`config.mk`:
```
export PLATFORM = sky130hd
export DESIGN_NAME = airlock_sequencer
export DESIGN_NICKNAME = d
export VERILOG_FILES = /design/src/rtl/airlock_sequencer.sv
export SDC_FILE = /design/constraint.sdc
export NUM_CORES = 1
export LEC_CHECK = 0
export BUFFER_PORTS_ARGS = -buffer_cell sky130_fd_sc_hd__buf_4
export CAP_MARGIN = 10
export CORE_UTILIZATION = 55
export DETAILED_ROUTE_END_ITERATION = 8
export PLACE_DENSITY = 0.76
export SLEW_MARGIN = 20
export SYNTH_ARGS = -nofsm -noshare
export SYNTH_HDL_FRONTEND = slang
export SYNTH_SLANG_ARGS = --single-unit
```
`constraint.sdc`:
```
create_clock -name clock -period 2.85 [get_ports clock]
set_clock_uncertainty 0.1 [all_clocks]
set_input_delay 0.1425 -clock clock [delete_from_list [all_inputs] [get_ports clock]]
set_output_delay 0.1425 -clock clock [all_outputs]
set_load 0.005 [all_outputs]
```
`src/rtl/airlock_sequencer.sv`:
```
// rtl/airlock_sequencer.sv - bidirectional airlock sequencer with its own seconds timer and breach fault
// Optional build macro AIRLOCK_AUTO_REPRESS_EN: DEPRESS auto-repressurises once the outer door has cycled.
module airlock_sequencer #(
  parameter int CLK_HZ  = 50000000,
  parameter int EXIT_S  = 5,
  parameter int EVAC_S  = 7,
  parameter int PRESS_S = 8,
  parameter int TIMER_W = 4
) (
  input  logic               clock,
  input  logic               rst,
  input  logic               innerPort,
  input  logic               outerPort,
  input  logic               leaving,
  input  logic               evac,
  input  logic               pressurize,
  input  logic               faultClr,
  output logic               canIn,
  output logic               canOut,
  output logic [6:0]         display,
  output logic               fault,
  output logic               busy,
  output logic [TIMER_W-1:0] secsLeft
);

  localparam int PRE_W = (CLK_HZ > 1) ? $clog2(CLK_HZ) : 1;
  localparam logic [PRE_W-1:0] PRE_MAX = PRE_W'(CLK_HZ - 1);

  localparam logic [6:0] SEG_BLANK = 7'b1111111;
  localparam logic [6:0] SEG_L     = 7'b1000111;
  localparam logic [6:0] SEG_E     = 7'b0000110;
  localparam logic [6:0] SEG_P     = 7'b0001100;
  localparam logic [6:0] SEG_F     = 7'b0001110;

  typedef enum logic [2:0] {
    PRESS    = 3'd0,
    EXIT_DLY = 3'd1,
    EXIT_RDY = 3'd2,
    EVAC     = 3'd3,
    DEPRESS  = 3'd4,
    REPRESS  = 3'd5,
    FAULT    = 3'd6
  } stateT;

  stateT               state;
  stateT               nxtState;
  logic [PRE_W-1:0]    prescaler;
  logic [PRE_W-1:0]    nxtPre;
  logic [PRE_W-1:0]    runPre;
  logic [TIMER_W-1:0]  nxtSecs;
  logic [TIMER_W-1:0]  runSecs;
  logic                tick;
  logic                expire;
  logic                doorsShut;
  logic                autoGo;

  // secsLeft doubles as the down-counter; it is forced to 0 whenever the next state is untimed.
  assign tick      = (prescaler == PRE_MAX);
  assign expire    = tick && (secsLeft == TIMER_W'(1));
  assign runPre    = tick ? '0 : prescaler + PRE_W'(1);
  assign runSecs   = tick ? secsLeft - TIMER_W'(1) : secsLeft;
  assign doorsShut = !innerPort && !outerPort;

`ifdef AIRLOCK_AUTO_REPRESS_EN
  logic seenOuter;

  always_ff @(posedge clock) begin
    if (!rst) begin
      seenOuter <= 1'b0;
    end else if (nxtState == DEPRESS && state != DEPRESS) begin
      seenOuter <= 1'b0;
    end else if (state == DEPRESS && outerPort) begin
      seenOuter <= 1'b1;
    end
  end

  assign autoGo = seenOuter && !leaving;
`else
  assign autoGo = 1'b0;
`endif

  always_comb begin
    nxtState = state;
    nxtPre   = '0;
    nxtSecs  = '0;
    case (state)
      PRESS: begin
        if (leaving && !outerPort) begin
          nxtState = EXIT_DLY;
          nxtSecs  = TIMER_W'(EXIT_S);
        end
      end
      EXIT_DLY: begin
        if (!leaving) begin
          nxtState = PRESS;
        end else if (expire) begin
          nxtState = EXIT_RDY;
        end else begin
          nxtPre  = runPre;
          nxtSecs = runSecs;
        end
      end
      EXIT_RDY: begin
        if (doorsShut && evac) begin
          nxtState = EVAC;
          nxtSecs  = TIMER_W'(EVAC_S);
        end else if (!leaving) begin
          nxtState = PRESS;
        end
      end
      EVAC: begin
        if (!doorsShut) begin
          nxtState = FAULT;
        end else if (expire) begin
          nxtState = DEPRESS;
        end else begin
          nxtPre  = runPre;
          nxtSecs = runSecs;
        end
      end
      DEPRESS: begin
        if (doorsShut && (pressurize || autoGo)) begin
          nxtState = REPRESS;
          nxtSecs  = TIMER_W'(PRESS_S);
        end
      end
      REPRESS: begin
        if (!doorsShut) begin
          nxtState = FAULT;
        end else if (expire) begin
          nxtState = PRESS;
        end else begin
          nxtPre  = runPre;
          nxtSecs = runSecs;
        end
      end
      FAULT: begin
        // Chamber pressure is unknown after a breach, so recovery always repressurises.
        if (faultClr && doorsShut) begin
          nxtState = REPRESS;
          nxtSecs  = TIMER_W'(PRESS_S);
        end
      end
      default: nxtState = PRESS;
    endcase
  end

  always_ff @(posedge clock) begin
    if (!rst) begin
      state     <= PRESS;
      prescaler <= '0;
      secsLeft  <= '0;
      canIn     <= 1'b1;
      canOut    <= 1'b0;
      display   <= SEG_BLANK;
      fault     <= 1'b0;
      busy      <= 1'b0;
    end else begin
      state     <= nxtState;
      prescaler <= nxtPre;
      secsLeft  <= nxtSecs;
      canIn     <= (nxtState inside {PRESS, EXIT_DLY, EXIT_RDY});
      canOut    <= (nxtState == DEPRESS);
      fault     <= (nxtState == FAULT);
      busy      <= (nxtState inside {EXIT_DLY, EVAC, REPRESS});
      case (nxtState)
        EXIT_DLY: display <= SEG_L;
        EVAC:     display <= SEG_E;
        REPRESS:  display <= SEG_P;
        FAULT:    display <= SEG_F;
        default:  display <= SEG_BLANK;
      endcase
    end
  end

endmodule

```
==> impl_metrics.csv <==
group,metric,value,unit
worst_setup_path,worst_path_most_repeated_cell,"or4_4",
synth,syn-num-nets,241,
detailed_routing,ant_nets,0,
grt,grt_pass1_vias,1486,
place,place_congestion,0.802,
clocking,clkTransAtPathRegs,100,ps
die,ios,23,
clocking,clock_sinks,41,
timing,max_freq,0.372,GHz
clocking,postCtsResizedCells,0,
worst_setup_path,crit_type,"reg -> reg",
synth,ys_seq_area_frac,0.411,
timing,fin_setup_tns,0,ps
detailed_routing,vias_per_cell,5.42,
synth,synth-compound-area-share,0.0865,
timing,min_period,2690,ps
final_layout,layout-drive-gt1-share,0.171,
synth,synth-xor-area-share,0.110,
worst_setup_path,cp_slowest_cell,"or4_4",
synth,synth-adder-area-share,0.0188,
synth,synth.top_cell.area_share,0.411,
die,initial_utilization,0.584,
pwr,power_density,401,mW/mm2
clocking,cts_setup_buffers,0,
die,core_area,0.00342,mm2
clocking,cts_max_level,2,
die,std_cell_rows,21,
place,dp_worst_setup_slack,217,ps
pwr,power,0.000877,W
final_layout,syn2layout_area_growth,9.59,%
place,numPlacedInstances,285,
timing,post-route-period-util,0.943,
timing,slew_violations,0,
detailed_routing,wl_per_cell,12.5,um
synth,synth_area_leaders,"dfxtp_1 41%, xor2_1 6.6%, nor2_1 5.6%",
synth,synth_top_family_by_area,"simple AND/OR/NAND/NOR gates",
outcome,status,"finished clean",
synth,synth_mux_area_frac,0.0157,
grt,gr-usage-met1,0.279,
timing,rsz0062_at_grt,"false",
detailed_routing,first_pass_iters,4,
grt,grt_max_degree,15,
die,die_area,0.00387,mm2
final_layout,diodes,0,
worst_setup_path,crit_path_start_kind,"flop",
clocking,cts-hold-fix-buffers,0,
timing,worst_pin_slew,490,ps
detailed_routing,vias,1576,
hold_path,hold_path.class,"in -> reg",
final_layout,finalNetCount,257,
timing,setup-violations-final,0,
synth,netlist_area,0.00200,mm2
detailed_routing,drt_iter0_markers,78,
final_layout,final_util,0.640,
pwr,leakagePower,0.772,nW
synth,ys_types,49,
clocking,tritoncts,"built",
worst_setup_path,cpPeakStageDelay,550,ps
synth,synthSimpleGateAreaFrac,0.306,
grt,grtUsageMet2,0.334,
clocking,numCtsBuffers,5,
clocking,root_buffer,"clkbuf_4",
worst_setup_path,crit_arrival,2830,ps
grt,grt_first_pass_wirelength,6580,um
worst_setup_path,crit_fanout,6,
synth,synth_area_leader_cell,"dfxtp_1",
synth,ys_warn_count,0,
worst_setup_path,cp-end-kind,"flop",
place,io_buffers,21,
worst_setup_path,crit_required,2990,ps
grt,antenna_found_initial,0,
synth,syn_area_per_cell,8.68,um2
place,dpl.hpwl,2690,um
synth,ys_ff_latch,41,
synth,netlist_instances,230,
timing,fin_ws,163,ps
pwr,ir_drop,0.339,mV
grt,grt_overflow,0,
run,drv_cap,0,
detailed_routing,wl,3640,um
clocking,clock_path_buffers,2,
detailed_routing,drc_errors,0,
synth,synth_flop_cell,"dfxtp_1",
grt,met3_usage,0.0643,
synth,async_reset_ff_frac,0,
clocking,clkLatencyLatePin,340,ps
final_layout,instances_no_fill,291,
die,die_w,62.2,um
synth,synth_edf_count,0,
grt,grt_usage,0.215,
worst_setup_path,crit_chain,"or4_4 -> or4_4 -> or2_1 -> a211oi_1 -> nand2_1 -> a21o_1",
grt,grt_busiest_layer,"met2",
die,die_h,62.2,um
timing,max_slew_margin,0.671,
timing,finalHoldViolCount,0,
-- state kept, by name (all words and copies together) (netlist names) --
signal	flops
prescaler	26
display	4
secsLeft	4
state	3
busy	1
canIn	1
canOut	1
fault	1
-- path summary, 6_finish.rpt --
check                             startpoint  slack, ps           end  cells past startpoint
worst min-delay path               innerPort         40   secsLeft[1]                      4
worst max register to register  prescaler[7]        160    display[5]                      6
worst min register to register  prescaler[0]        380  prescaler[0]                      1
worst max-delay path            prescaler[7]        160    display[5]                      6
-- cell type report --
| class | instances | area [um2] |
|---|---|---|
| Fill cell | 307 | 1230 |
| Multi-Input combinational cell | 170 | 1070 |
| Sequential cell | 41 | 821 |
| Timing Repair Buffer | 23 | 173 |
| Tap cell | 46 | 57.6 |
| Clock buffer | 5 | 37.5 |
| Inverter | 5 | 18.8 |
| Clock inverter | 1 | 5.00 |
-- layer usage --
layer	wire, um	part of all wire
met1	1790	0.49
met2	1640	0.45
met3	147	0.040
met4	58	0.016
met5	0	0
-- worst max-delay path: cells and delay by family (launching register included) --
kind               cells  cell delay [ps]
and+or+nand+nor        4             1570
DFF                    1              370
AOI/OAI and AO/OA      2              550
-- per-stage QoR --
stage / instance area (um2) / hold WS, ps
2_1_floorplan: 2000 / 230
3_3_place_gp: 2140 / 345
3_5_place_dp: 2140 / 351
4_1_cts: 2190 / 21.2
5_1_grt: 2190 / 46.0
6_report: 2190 / 40.3
-- synthesized netlist by cell type, types with 3 or more instances --
cell type / number
nor3_1: 6
clkbuf_1: 7
a21o_1: 3
a21oi_1: 10
and3_1: 5
nor2_1: 30
inv_1: 5
nand2_1: 23
xor2_1: 15
o21ai_0: 4
nand4_1: 5
or3_1: 3
dfxtp_1: 41
xnor2_1: 10
buf_4: 3
ha_1: 3
nand3_1: 12
-- kinds of logic after synthesis --
logic type / count (synthesis)
xor+xnor: 25
buf+inv: 19
fa+ha+maj: 3
mux: 3
simple gates: 113
other cells: 1
flops: 41
compound gates: 25
-- cell usage in the layout (no fill, tap or decap), types with 2 or more instances in the layout --
| master | count |
|---|---|
| nor2b_1 | 2 |
| nor4_1 | 2 |
| nor2_1 | 30 |
| nor4bb_1 | 2 |
| inv_1 | 5 |
| nor3b_1 | 2 |
| mux2i_1 | 2 |
| a21o_1 | 3 |
| nand4b_1 | 2 |
| buf_4 | 23 |
| nor3_1 | 6 |
| nand2_1 | 23 |
| dfxtp_1 | 41 |
| or4_4 | 2 |
| nand2b_1 | 2 |
| a211o_1 | 2 |
| nand3_1 | 12 |
| xnor2_1 | 10 |
| and3_1 | 5 |
| ha_1 | 3 |
| nand4_1 | 5 |
| xor2_1 | 15 |
| a21oi_1 | 10 |
| or3_1 | 3 |
| o21ai_0 | 4 |
| clkbuf_4 | 5 |
| a22oi_1 | 2 |
| and3_2 | 2 |
-- power breakdown --
part	internal, W	total [W]	switching (W)	leakage, nW
clock	0.0000856	0.000251	0.000165	0.0269
combinational	0.0000214	0.0000443	0.0000228	0.414
sequential	0.000577	0.000582	0.00000504	0.331
Power figures use the tool's default switching activity.
